==> src/rtl/ifu_fetch_engine.sv <==
// Instruction fetch unit: one outstanding aligned fetch, local JAL following,
// backend redirect with flush, and a DEPTH-entry queue toward decode.
module ifu_fetch_engine #(
  parameter int              XLEN     = 64,
  parameter logic [XLEN-1:0] RESET_PC = 64'h8000_0000,
  parameter int              DEPTH    = 4,
  parameter int              MEM_W    = 64
) (
  input  logic             clk,
  input  logic             rst_n,
  input  logic             redirect_valid,
  input  logic [XLEN-1:0]  redirect_pc,
  output logic             req_valid,
  input  logic             req_ready,
  output logic [XLEN-1:0]  req_addr,
  input  logic             resp_valid,
  input  logic [MEM_W-1:0] resp_data,
  output logic             out_valid,
  input  logic             out_ready,
  output logic [XLEN-1:0]  out_pc,
  output logic [31:0]      out_inst,
  output logic             out_jal,
  output logic             out_fault
);

  // Handshakes: a transfer happens on a cycle where valid && ready are both
  // high; valid never depends on ready. resp_valid has no ready and is
  // always accepted, so requests issue only when a queue slot is guaranteed.

  localparam int PW = $clog2(DEPTH);
  localparam int CW = PW + 1;

  typedef enum logic [1:0] {S_REQ, S_WAIT, S_DROP, S_FAULT} state_t;

  state_t          state;
  logic            run;
  logic [XLEN-1:0] fetch_pc;
  logic [CW-1:0]   count;
  logic [PW-1:0]   head;
  logic [PW-1:0]   tail;
  logic [XLEN-1:0] pc_q   [DEPTH];
  logic [31:0]     inst_q [DEPTH];
  logic [DEPTH-1:0] jal_q;
  logic [DEPTH-1:0] fault_q;

  logic            not_full;
  logic            aligned;
  logic            push_resp;
  logic            push_fault;
  logic            push;
  logic            pop;
  logic [31:0]     resp_inst;
  logic            resp_jal;
  logic [XLEN-1:0] jal_off;

  assign not_full   = count < CW'(DEPTH);
  assign aligned    = fetch_pc[1:0] == 2'b00;
  assign req_addr   = {fetch_pc[XLEN-1:3], 3'b000};
  // run holds requests off until the first clock after reset release
  assign req_valid  = run && (state == S_REQ) && not_full && !redirect_valid && aligned;

  assign resp_inst  = fetch_pc[2] ? resp_data[63:32] : resp_data[31:0];
  assign resp_jal   = resp_inst[6:0] == 7'b1101111;
  assign jal_off    = {{(XLEN-21){resp_inst[31]}}, resp_inst[31], resp_inst[19:12],
                       resp_inst[20], resp_inst[30:21], 1'b0};

  assign push_resp  = (state == S_WAIT) && resp_valid && !redirect_valid;
  assign push_fault = run && (state == S_REQ) && !aligned && not_full && !redirect_valid;
  assign push       = push_resp || push_fault;
  assign pop        = out_valid && out_ready && !redirect_valid;

  assign out_valid  = count != '0;
  assign out_pc     = out_valid ? pc_q[head]    : '0;
  assign out_inst   = out_valid ? inst_q[head]  : '0;
  assign out_jal    = out_valid ? jal_q[head]   : 1'b0;
  assign out_fault  = out_valid ? fault_q[head] : 1'b0;

  always_ff @(posedge clk or negedge rst_n) begin
    if (!rst_n) begin
      state    <= S_REQ;
      fetch_pc <= RESET_PC;
      run      <= 1'b0;
    end else begin
      run <= 1'b1;
      if (redirect_valid) begin
        fetch_pc <= redirect_pc;
        // a still-outstanding response must be swallowed before refetching
        if ((state == S_WAIT || state == S_DROP) && !resp_valid) state <= S_DROP;
        else                                                   state <= S_REQ;
      end else begin
        case (state)
          S_REQ: begin
            if (req_valid && req_ready) state <= S_WAIT;
            else if (push_fault)        state <= S_FAULT;
          end
          S_WAIT: begin
            if (resp_valid) begin
              fetch_pc <= resp_jal ? fetch_pc + jal_off : fetch_pc + XLEN'(4);
              state    <= S_REQ;
            end
          end
          S_DROP: begin
            if (resp_valid) state <= S_REQ;
          end
          default: state <= S_FAULT;
        endcase
      end
    end
  end

  always_ff @(posedge clk or negedge rst_n) begin
    if (!rst_n) begin
      count <= '0;
      head  <= '0;
      tail  <= '0;
    end else if (redirect_valid) begin
      count <= '0;
      head  <= '0;
      tail  <= '0;
    end else begin
      if (push) tail <= tail + PW'(1);
      if (pop)  head <= head + PW'(1);
      count <= count + CW'(push) - CW'(pop);
    end
  end

  // Storage needs no reset: outputs are gated by out_valid.
  always_ff @(posedge clk) begin
    if (push) begin
      pc_q[tail]    <= fetch_pc;
      inst_q[tail]  <= push_fault ? 32'h0 : resp_inst;
      jal_q[tail]   <= push_resp && resp_jal;
      fault_q[tail] <= push_fault;
    end
  end

endmodule

==> config.mk <==
export PLATFORM = sky130hd
export DESIGN_NAME = ifu_fetch_engine
export DESIGN_NICKNAME = d
export VERILOG_FILES = /design/src/rtl/ifu_fetch_engine.sv
export SDC_FILE = /design/constraint.sdc
export NUM_CORES = 1
export LEC_CHECK = 0
export BUFFER_PORTS_ARGS = -buffer_cell sky130_fd_sc_hd__buf_2
export CAP_MARGIN = 40
export CORE_UTILIZATION = 46
export CTS_BUF_LIST = sky130_fd_sc_hd__clkbuf_8 sky130_fd_sc_hd__clkbuf_16
export DETAILED_ROUTE_END_ITERATION = 8
export PLACE_DENSITY = 0.64
export SETUP_SLACK_MARGIN = 0.1
export SYNTH_ARGS = -nofsm -noshare
export SYNTH_HDL_FRONTEND = slang
export SYNTH_SLANG_ARGS = --single-unit
==> constraint.sdc <==
create_clock -name clk -period 6.93 [get_ports clk]
set_clock_uncertainty 0.1 [all_clocks]
set_input_delay 0.3465 -clock clk [delete_from_list [all_inputs] [get_ports clk]]
set_output_delay 0.3465 -clock clk [all_outputs]
set_load 0.05 [all_outputs]
Word level (Yosys, flattened, before mapping) --
Memories as Yosys holds them, arrays and structs flattened. Index checks and enable logic that the tools add are counted.
Operators by class: magnitude comparators 4, add/subtract/negate cells 6, $mul 0, shift-type cells 0, bitwise operators 0, equal/unequal tests 5, mux-type cells 31, reductions and logical operators 30, div/mod/pow operators 0
Operators by type and width (number):
- two-way mux 64 bit | 5
- two-way mux 32 bit | 3
- adder 64 x 3 -> 64 bit, second input constant | 1
- adder 64 bit | 1
- two-way mux 2 bit | 9
- logical AND 1 bit | 15
- bitwise mux 4 bit | 2
- nonzero test 2 bit | 4
- equality test 7 bit, second input constant | 1
- two-way mux 1 bit | 7
- < comparator 2 x 3 -> 1 bit, second input constant | 2
- adder 2 x 1 -> 2 bit, second input constant | 2
- binary-select mux 1 bit (select 2 bit) | 2
- logical NOT 2 bit | 2
- != test 4 x 3 -> 1 bit, second input constant | 1
- one-hot mux 2 bit (2 select lines) | 1
- AND reduction 2 bit | 2
- adder 3 x 1 -> 3 bit | 1
- logical NOT 1 bit | 3
- < comparator 3 bit, second input constant | 1
- two-way mux 3 bit | 1
- != test 3 x 1 -> 1 bit, second input constant | 1
- nonzero test 3 bit | 1
- subtractor 3 x 1 -> 3 bit | 1
- 6 further kinds | 7
Storage, ports and cells: memories 2, ROM bits 0, latch bits 0, register bits after elaboration 82, bits in writable memories 384, bits of input ports 134
Memories:
- pc_q | depth 4, bits a word 64, read ports 1, clocked after Yosys merged registers in 0, wr ports 1, RTL line 41 | logic [XLEN-1:0] pc_q [DEPTH];
- inst_q | depth 4, bits a word 32, read ports 1, clocked after Yosys merged registers in 0, wr ports 1, RTL line 42 | logic [31:0] inst_q [DEPTH];

Logic depth before layout (Yosys ltp) --
Gate-level depths: netlist of the first run.
depth after elaboration 9, gate-level depth with buffers 16, mapped depth without buffers 14

Worst setup path after synthesis of the first run --
OpenSTA, ideal clock, no wires.
kind reg2reg, start register state[0], end register fault_q[0] (enable), library setup time 0.568 ns, data required time 6.262 ns, cell stages (with the launch flop) 7, data arrival time 5.645 ns, path slack 0.617 ns, cells stage by stage dfrtp_1 > inv_1 > ha_1 > nand3b_1 > nor3_1 > nor2_1 > nor2b_1
On the way: cells in the longest elaborated chain, start to end 6
Ends and longest elaborated chain:
- from (decl) | RTL line 35 | state_t state;
- from (signal assigned) | RTL line 80 | state <= S_REQ;
- from (signal assigned) | RTL line 88 | if ((state == S_WAIT || state == S_DROP) && !resp_valid) state <= S_DROP;
- from (signal assigned) | RTL line 89 | else state <= S_REQ;
- logical NOT 2 bit | RTL line 68 | assign push_fault = run && (state == S_REQ) && !aligned && not_full && !redirect_valid;
- logical AND 1 bit (4 in series) | RTL line 68
- logical OR 1 bit (*) | RTL line 69 | assign push = push_resp || push_fault;
- to (signal, indexed assignment) | RTL line 133 | fault_q[tail] <= push_fault;
- to (decl) | RTL line 44 | logic [DEPTH-1:0] fault_q;
Mark *: on every way between the ends. The rest lies on a longest branch, timed or not. A chain may end at the register's enable or synchronous reset.

Worst setup path in the final report of the first run --
start register fetch_pc[2], end register fetch_pc[63]
On the way: cells in the longest elaborated chain, start to end 6
Ends and longest elaborated chain:
- from (decl) | RTL line 37 | logic [XLEN-1:0] fetch_pc;
- from (signal assigned) | RTL line 86 | fetch_pc <= redirect_pc;
- from (signal assigned) | RTL line 98 | fetch_pc <= resp_jal ? fetch_pc + jal_off : fetch_pc + XLEN'(4);
- two-way mux 32 bit | RTL line 62 | assign resp_inst = fetch_pc[2] ? resp_data[63:32] : resp_data[31:0];
- adder 64 bit or equality test 7 bit (tied branches) | RTL line 98, 63
- two-way mux 64 bit (*) | RTL line 98
- two-way mux 64 bit (*) | RTL line 97 | if (resp_valid) begin
- two-way mux 64 bit (*) | RTL line 91 | case (state)
- two-way mux 64 bit (*) | RTL line 85 | if (redirect_valid) begin
Mark *: on every way between the ends. The rest lies on a longest branch, timed or not. The select of a mux whose other input is x is not followed.

==> results.yml, run 1 <==
yosys:
  synthMuxAreaShare_pct: 10.6
  synth_enable_flop_cells: 392
  synth-compound-area-share_pct: 11.5
  avgSynthCellArea_um2: 12.4
  synth_cell_types: 84
  async_flop_share_pct: 15.9
  synth_area_um2: 24600
  synth_xor_area_share_pct: 2.31
  synth_top_family_by_area: "simple AND/OR/NAND/NOR gates"
  ys_warn_count: 0
  ys.flop_type: "edfxtp_1"
  ys_seq_area_share_pct: 55.4
  synthSimpleGateAreaFrac_pct: 12.1
  synthesis.instances: 1982
  synth_fa_ha_area_share_pct: 3.83
  ys_ff_latch: 466
clock_network:
  clk_pin_slew_ns: 0.06
  cts-root-buf: "clkbuf_16"
  htreeDepth: 2
  cts_tree: "yes"
  clock_latency_ns: 0.60
  clock_path_buffers: 3
  post_cts_buffers: 0
  cts.sinks: 466
  numCtsBuffers: 48
floorplan:
  die_width_um: 233
  die_y_um: 233
  core_area_um2: 52700
  dieArea_um2: 54400
  ios: 298
  num_rows: 84
  initial_utilization_pct: 46.7
routing:
  met2_wirelength_mm: 32.4
  final_antenna_net_count: 0
  via_count: 17332
  wl_per_cell_um: 22.5
  routedLengthMet1_mm: 29.1
  wirelength_mm: 66.9
  remaining_drc_errors: 0
  dr.pass1.iters: 6
  wl_met3_mm: 3.77
  drt_iter0_drc: 1493
  avgViaCountPerCell: 5.84
  highest_layer: "met5"
timing:
  period_needed_ns: 4.57
  slew_violations: 0
  worstMarginPinSlew_ns: 0.948
  setup_violations: 0
  setup_tns_ns: 0
  hold_viol: 0
  max_freq_ghz: 0.219
  period_share_pct: 65.9
  slew_headroom_pct: 36.8
  rsz0062_at_grt: "no"
  timing.final.ws_setup_ns: 2.36
grt:
  grt_max_degree: 99
  grt_pass1_vias: 17394
  groute.usage.overall_pct: 24.7
  grt-ovfl-total: 0
  antenna_found_initial: 3
  grt_pass1_wl_mm: 102
critical_path:
  crit_path_end_kind: "register"
  r2r_setup_slack_ns: 2.36
  critPathSlowestCell: "dfrtp_2"
  arrival_ns: 4.99
  cpPeakStageDelay_ns: 0.79
  r2r_cells: 14
  worst_path_most_repeated_cell: "a21oi_1"
  path_delay_family: "compound AO/OA/AOI/OAI gates"
  path_buf_inv: 2
  rr_startpoint: "fetch_pc[2]"
  path_cells: "mux2i_1 > inv_1 > buf_4 > ha_1 > a21oi_1 > o21bai_1 > a21o_1 > a221oi_1 > o21ai_0 > a21oi_1 > o21ai_1 > and3_1 > or4_1 > a31oi_1"
  startpoint_type: "register"
  r2r-end: "fetch_pc[63]"
  crit_type: "register to register"
  required_ns: 7.35
  path_max_fanout: 45
hold_path:
  hold_path_class: "primary input to register"
  min_to: "fetch_pc[42]"
  min_from: "redirect_pc[42]"
  hold_path_depth: 5
finish:
  drive_above_1_share_pct: 24.2
  final_common_cell: "edfxtp_1"
  nNetsFinal: 2451
  antennaDiodeCount: 0
  final_cell_mix: "edfxtp_1 (392), buf_2 (292), a21oi_1 (149)"
  syn_to_final_growth_pct: 16.5
placement:
  post-place-ws_ns: 2.33
  io_buffers: 294
  gp_congestion: 0.893
  hpwl_mm: 44.7
pwr:
  p_per_area_nw_per_um2: 363
  ir_drop_v: 0.000265
  leakagePower_uw: 0.0107
outcome:
  status: "complete, no violations"
run:
  drv_cap: 0
-- Yosys cell counts, drive strengths merged, types with 3 or more instances --
cell / n / area share, %
and3: 31 / 0.87
edfxtp: 392 / 48
or3: 12 / 0.33
xor2: 33 / 1.2
and4: 5 / 0.19
nor4: 7 / 0.24
a21oi: 150 / 3.1
o21bai: 19 / 0.58
and2: 107 / 2.7
o21ai: 113 / 2.3
o21a: 7 / 0.21
nor2: 124 / 1.9
a31oi: 27 / 0.69
o22ai: 26 / 0.66
a21o: 37 / 1.1
o221ai: 3 / 0.11
or4: 4 / 0.12
o211ai: 10 / 0.31
mux2: 21 / 0.96
buf: 95 / 2.5
a211oi: 11 / 0.36
nor3: 24 / 0.55
o311ai: 5 / 0.18
mux2i: 17 / 0.69
dfrtp: 73 / 7.4
a41oi: 6 / 0.21
a41o: 3 / 0.12
nand4: 33 / 0.98
o31ai: 12 / 0.39
xnor2: 32 / 1.1
ha: 72 / 3.7
nand2b: 5 / 0.16
nand3: 38 / 0.81
inv: 28 / 0.43
a221oi: 7 / 0.25
nand2: 146 / 2.2
mux4: 98 / 9.0
nor2b: 29 / 0.74
clkbuf: 82 / 1.3
-- worst register-to-register path: cells and delay by family, from the launching register on --
family,cells,cell delay [ns]
DFF,1,0.79
buffers and inverters,2,0.56
adders and majority gates,1,0.45
and+or+nand+nor,2,0.69
AOI/OAI and AO/OA,8,1.69
muxes,1,0.20
-- worst max-delay path by stage --
stage | startpoint | to | slack (ns) | depth (start not counted)
floorplan | state[0] | fault_q[0] | 0.62 | 6
global placement | fetch_pc[2] | fetch_pc[37] | 2.22 | 14
detailed placement | fetch_pc[2] | fetch_pc[63] | 2.33 | 13
CTS | fetch_pc[2] | fetch_pc[63] | 2.31 | 13
global route | fetch_pc[2] | fetch_pc[63] | 2.06 | 14
finish | fetch_pc[2] | fetch_pc[63] | 2.36 | 14
-- metrics by stage --
stage	instance area, µm²	util, %	instances	total power [µW]	hold slack, ns
3_3_place_gp	26300	49.9	2809	7820	0.205
6_report	28700	54.4	2970	10400	0.0350
2_1_floorplan	24600	-	1984	6820	-0.0491
3_5_place_dp	26400	50.2	2816	7910	0.207
4_1_cts	28700	54.4	2970	10500	0.00236
5_1_grt	28700	54.4	2970	10900	0.0345
-- report_power, final --
group | leakage [µW] | switching, µW | internal [µW] | total (µW)
registers | 0.00445 | 196 | 3340 | 3530
logic | 0.00542 | 2910 | 1410 | 4310
clock network | 0.000808 | 1100 | 1460 | 2560
-- kinds of logic after synthesis --
family,Yosys count
compound gates,461
xor+xnor,65
fa+ha+maj,74
buf+inv,205
flops,466
mux,136
other cells,2
simple gates,573
-- area by class of cell --
cell class | instances | area (µm²)
flip-flops and latches | 466 | 13600
multi-input cells | 1313 | 10000
clock inverters | 37 | 303
fillers | 4441 | 24000
inverters | 28 | 105
well taps | 688 | 861
clock buffers | 52 | 1260
repair buffers | 386 | 2490
-- state kept, by name (all words and copies together) (netlist names), 2 cells and up --
| signal | count |
|---|---|
| pc_q | 256 |
| head | 2 |
| jal_q | 4 |
| tail | 2 |
| state | 2 |
| count | 3 |
| fetch_pc | 64 |
| fault_q | 4 |
| inst_q | 128 |
-- layer usage --
metal,global-route usage [%],vias to the layer above
met3,4.09,97
met2,40.6,548
met1,33.8,8661
met4,7.03,6
li1,-,8020
met5,0,-
-- repair_timing --
item                                   CTS  global route
resized for setup                        0             0
endpoints found under the hold margin   93             0
hold buffers                            65             0
Note: power is estimated with default switching activity, not from simulation.
==> run 2: changes to the inputs <==
Settings changed: PLACE_DENSITY 0.64 to 0.67.
Clock period 6.93 ns to 3.9 ns, I/O delays scaled along.
==> run 2 against run 1 <==
Final cell count is 3.1% higher. Total power up 86%. Sequential power is 78% higher. Setup slack worse by 2.2 ns. Worst hold slack lost 0.012 ns. Register-to-register slack got worse by 2.2 ns. Global-route usage increased by 0.71 points. Highest routed layer unchanged.
==> results.yml, run 2 (synthesis gave the netlist of run 1 again) <==
run:
  drv_cap: 0
floorplan:
  num_rows: 84
  dieArea_um2: 54400
  ios: 298
  initial_utilization_pct: 46.7
  die_width_um: 233
  core_area_um2: 52700
  die_y_um: 233
grt:
  groute.usage.overall_pct: 25.4
  grtUsageMet1_pct: 34.4
  grt_pass1_vias: 17944
  grt_max_degree: 99
  top_usage_layer: "met2"
  antenna_found_initial: 4
  met2_usage_pct: 42.0
  grt_pass1_wl_mm: 105
  met3_usage_pct: 4.31
  grt-ovfl-total: 0
critical_path:
  startpoint_type: "register"
  r2r_setup_slack_ns: 0.18
  path_cells: "buf_12 > mux2_2 > ha_1 > a21oi_1 > o21ai_0 > a21o_1 > a211oi_2 > o31ai_4 > a31oi_2 > o21ai_1 > and3_1 > or4_1 > a31oi_1"
  arrival_ns: 4.14
  crit_type: "register to register"
  cpPeakStageDelay_ns: 0.46
  crit_path_end_kind: "register"
  required_ns: 4.32
  critPathSlowestCell: "dfrtp_2"
  path_max_fanout: 22
timing:
  slew_violations: 0
  timing.final.ws_setup_ns: 0.183
  rsz0062_at_grt: "yes"
  hold_viol: 0
  setup_violations: 0
  slew_headroom_pct: 39.5
  worstMarginPinSlew_ns: 0.908
  period_share_pct: 95.3
  max_freq_ghz: 0.269
  hold_slack_ns: 0.0228
  period_needed_ns: 3.72
finish:
  syn_to_final_growth_pct: 22.7
  regMostFlops: "pc_q"
  final_util_pct: 57.3
  drive_above_1_share_pct: 29.5
  nNetsFinal: 2539
  largestRegisters: "pc_q x256, inst_q x128, fetch_pc x64"
  largest_reg_flops: 256
  final_cell_mix: "edfxtp_1 (392), buf_2 (292), nand2_1 (141), a21oi_1 (141), nor2_1 (122)"
  final_common_cell: "edfxtp_1"
  nFillCells: 4232
routing:
  wl_per_cell_um: 22.5
  wirelength_mm: 69.0
  via_count: 17843
  remaining_drc_errors: 0
  avgViaCountPerCell: 5.83
  dr.pass1.iters: 5
  final_antenna_net_count: 0
  drt_iter0_drc: 1320
clock_network:
  htreeDepth: 2
  cts_tree: "yes"
  clock_latency_ns: 0.60
  cts.sinks: 466
  clock_path_buffers: 3
  clk_pin_slew_ns: 0.07
  numCtsBuffers: 51
  cts-root-buf: "clkbuf_16"
placement:
  io_buffers: 294
  gp_congestion: 0.981
  hpwl_mm: 46.6
  post-place-ws_ns: 0.0407
hold_path:
  hold_path_class: "primary input to register"
pwr:
  p_per_area_nw_per_um2: 642
  ir_drop_v: 0.000486
  leakagePower_uw: 0.0112
outcome:
  status: "complete, no violations"
-- run 2: final cells by class --
| cell class | count | area (µm²) | area share (%) |
|---|---|---|---|
| antenna | 1 | 2.50 | 0.00830 |
| tap | 688 | 861 | 2.85 |
| clock buffer | 59 | 1410 | 4.67 |
| timing repair buffer | 471 | 3210 | 10.6 |
| clock inverter | 36 | 338 | 1.12 |
| multi-input combinational | 1313 | 10600 | 35.2 |
| sequential | 466 | 13600 | 45.2 |
| inverter | 28 | 109 | 0.361 |
-- run 2: final timing paths --
check | start | end | cells past startpoint
worst max-delay path | fetch_pc[2] | fetch_pc[63] | 13
worst min-delay path | resp_data[37] | inst_q[0][5] | 3
worst max register to register | fetch_pc[2] | fetch_pc[63] | 13
worst min register to register | state[1] | state[1] | 1
max in group asynchronous | rst_n | fetch_pc[31] | 3
min in group asynchronous | rst_n | fetch_pc[47] | 2
-- run 2: report_power, final --
group          internal, µW  switching (µW)
Sequential             5930             360
Clock                  2980            2000
Combinational          2810            5300
Total                 11700            7660
-- run 2: repair_timing --
item / in CTS / in global routing
hold buffers: 86 / 0
endpoints found under the hold margin: 152 / 0
cloned: 0 / 0
resized for setup: 2 / 48
setup endpoints to repair: 6 / 29
pin swaps: 2 / 7
setup buffers: 1 / 5
-- run 2: stage by stage --
stage | std cells | total power, µW | area (µm²) | setup TNS, ns
global route | 3062 | 20300 | 30200 | 0
global placement | 2871 | 14200 | 27200 | -0.00000377
floorplan | 1984 | 12200 | 25000 | -236.10
detailed placement | 2874 | 14300 | 27200 | 0
CTS | 3056 | 19400 | 29900 | 0
finish | 3062 | 19400 | 30200 | 0
-- run 2: critical path, delay by kind of cell (launching register included) --
family / cells / cell delay (ns)
adders and majority gates: 1 / 0.31
muxes: 1 / 0.42
and+or+nand+nor: 2 / 0.57
DFF: 1 / 0.46
buffers and inverters: 1 / 0.21
AOI/OAI and AO/OA: 8 / 1.55
-- run 2: per-layer routing --
metal,routed length (µm),part of all wire [%]
met3,4530,6.6
met5,28,0.041
met4,1870,2.7
met2,33300,48
met1,29400,43
==> run 3: changes to the inputs <==
Settings changed: CORE_UTILIZATION 46 to 43, PLACE_DENSITY 0.67 to 0.63.
==> run 3 against run 2 <==
Worst hold slack improved by 0.046 ns. Final cell count increased by 3.2%. Setup slack got worse by 0.055 ns. Highest routed layer unchanged. Sequential power about the same.
==> results.yml, run 3 (synthesis gave the netlist of run 1 again) <==
timing:
  worstMarginPinSlew_ns: 0.890
  hold_slack_ns: 0.0691
  rsz0062_at_grt: "yes"
  period_needed_ns: 3.77
  slew_headroom_pct: 40.6
  setup_violations: 0
  hold_viol: 0
  period_share_pct: 96.7
  max_freq_ghz: 0.265
  slew_violations: 0
  setup_tns_ns: 0
routing:
  wirelength_mm: 71.5
  avgViaCountPerCell: 5.70
  wl_per_cell_um: 22.6
  dr.pass1.iters: 5
  drt_iter0_drc: 1424
  remaining_drc_errors: 0
  final_antenna_net_count: 0
  via_count: 18005
grt:
  antenna_found_initial: 3
  grt_max_degree: 99
  grt_pass1_wl_mm: 106
  grt-ovfl-total: 0
  grt_pass1_vias: 17904
  groute.usage.overall_pct: 24.3
finish:
  regMostFlops: "pc_q"
  largestRegisters: "pc_q x256, inst_q x128, fetch_pc x64"
  nNetsFinal: 2569
  largest_reg_flops: 256
  postLayoutCellArea_um2: 30500
  drive_above_1_share_pct: 29.2
  syn_to_final_growth_pct: 24.1
  final_common_cell: "edfxtp_1"
  final_cells: 3161
  final_cell_mix: "edfxtp_1 (392), buf_2 (292), nand2_1 (142)"
clock_network:
  cts-root-buf: "clkbuf_16"
  numCtsBuffers: 51
  htreeDepth: 2
  cts.sinks: 466
  clk_pin_slew_ns: 0.06
  clock_path_buffers: 3
  cts_tree: "yes"
  clock_latency_ns: 0.62
critical_path:
  startpoint_type: "register"
  required_ns: 4.33
  path_max_fanout: 11
  arrival_ns: 4.20
  crit_path_end_kind: "register"
  crit_type: "register to register"
pwr:
  total_power_uw: 19300
  p_per_area_nw_per_um2: 634
  leakagePower_uw: 0.0113
  ir_drop_v: 0.000482
floorplan:
  core_area_um2: 56500
  die_y_um: 241
  num_rows: 87
  ios: 298
  dieArea_um2: 58200
  initial_utilization_pct: 43.5
  die_width_um: 241
outcome:
  status: "complete, no violations"
hold_path:
  hold_path_class: "primary input to register"
placement:
  gp_congestion: 0.931
  postPlaceCellArea_um2: 27200
  io_buffers: 294
  placedCellCount: 2942
  hpwl_mm: 47.3
run:
  drv_cap: 0
[run 3: routing by layer]
| layer | vias to the layer above | routed length, µm | GRT usage, % |
|---|---|---|---|
| met3 | 106 | 4220 | 3.99 |
| met1 | 9061 | 30600 | 32.5 |
| li1 | 8247 | - | - |
| met5 | - | 31 | 0 |
| met4 | 4 | 1900 | 8.42 |
| met2 | 587 | 34800 | 40.1 |
[run 3: through the flow]
step	util (%)	setup WS [ns]
after floorplan	-	-0.583
after global placement	48.2	0.0772
after detailed placement	48.2	0.0351
after CTS	53.3	0.134
after global routing	54.0	-0.00598
final	54.0	0.129
[run 3: worst max-delay path, cell delays in order (launching register included)]
cell and delay, ns:
dfrtp_2 0.45, buf_6 0.13, mux2i_4 0.25, clkinvlp_4 0.14, buf_12 0.16, buf_12 0.15
ha_4 0.29, and2_4 0.17, nand3_4 0.12, or4_1 0.54, o22ai_2 0.19, a31oi_4 0.06
o21ai_2 0.19, nor3_1 0.08, or4_1 0.49, a31oi_1 0.17
[run 3: cell type report]
class,instances,area [µm²]
timing repair buffer,501,3510
tap,756,946
sequential,466,13600
antenna,1,2.50
clock inverter,39,325
fill,4788,26000
clock buffer,57,1370
inverter,28,109
multi-input combinational,1313,10600
[run 3: worst paths after layout]
| check | startpoint | endpoint | slack (ns) | depth (start not counted) |
|---|---|---|---|---|
| setup / recovery | fetch_pc[2] | fetch_pc[63] | 0.13 | 15 |
| hold reg to reg | count[2] | count[2] | 0.48 | 2 |
| max in group asynchronous | rst_n | fetch_pc[31] | 2.68 | 3 |
| hold / removal | resp_data[22] | inst_q[2][22] | 0.07 | 3 |
| setup reg to reg | fetch_pc[2] | fetch_pc[63] | 0.13 | 15 |
| min in group asynchronous | rst_n | fetch_pc[46] | 0.08 | 2 |
[run 3: timing repair]
item                                    4_1_cts  5_1_grt
resized for setup                             2       71
endpoints found under the setup margin        6       33
endpoints found under the hold margin       163        0
pin swaps                                     3       33
hold buffers                                112        0
buffers inserted                              3        6
gates cloned                                  0        2
[run 3: power by group]
part           total (µW)  internal, µW  switching (µW)
logic                8240          2830            5410
registers            6260          5930             335
clock network        4840          2800            2050
total               19300         11600            7790
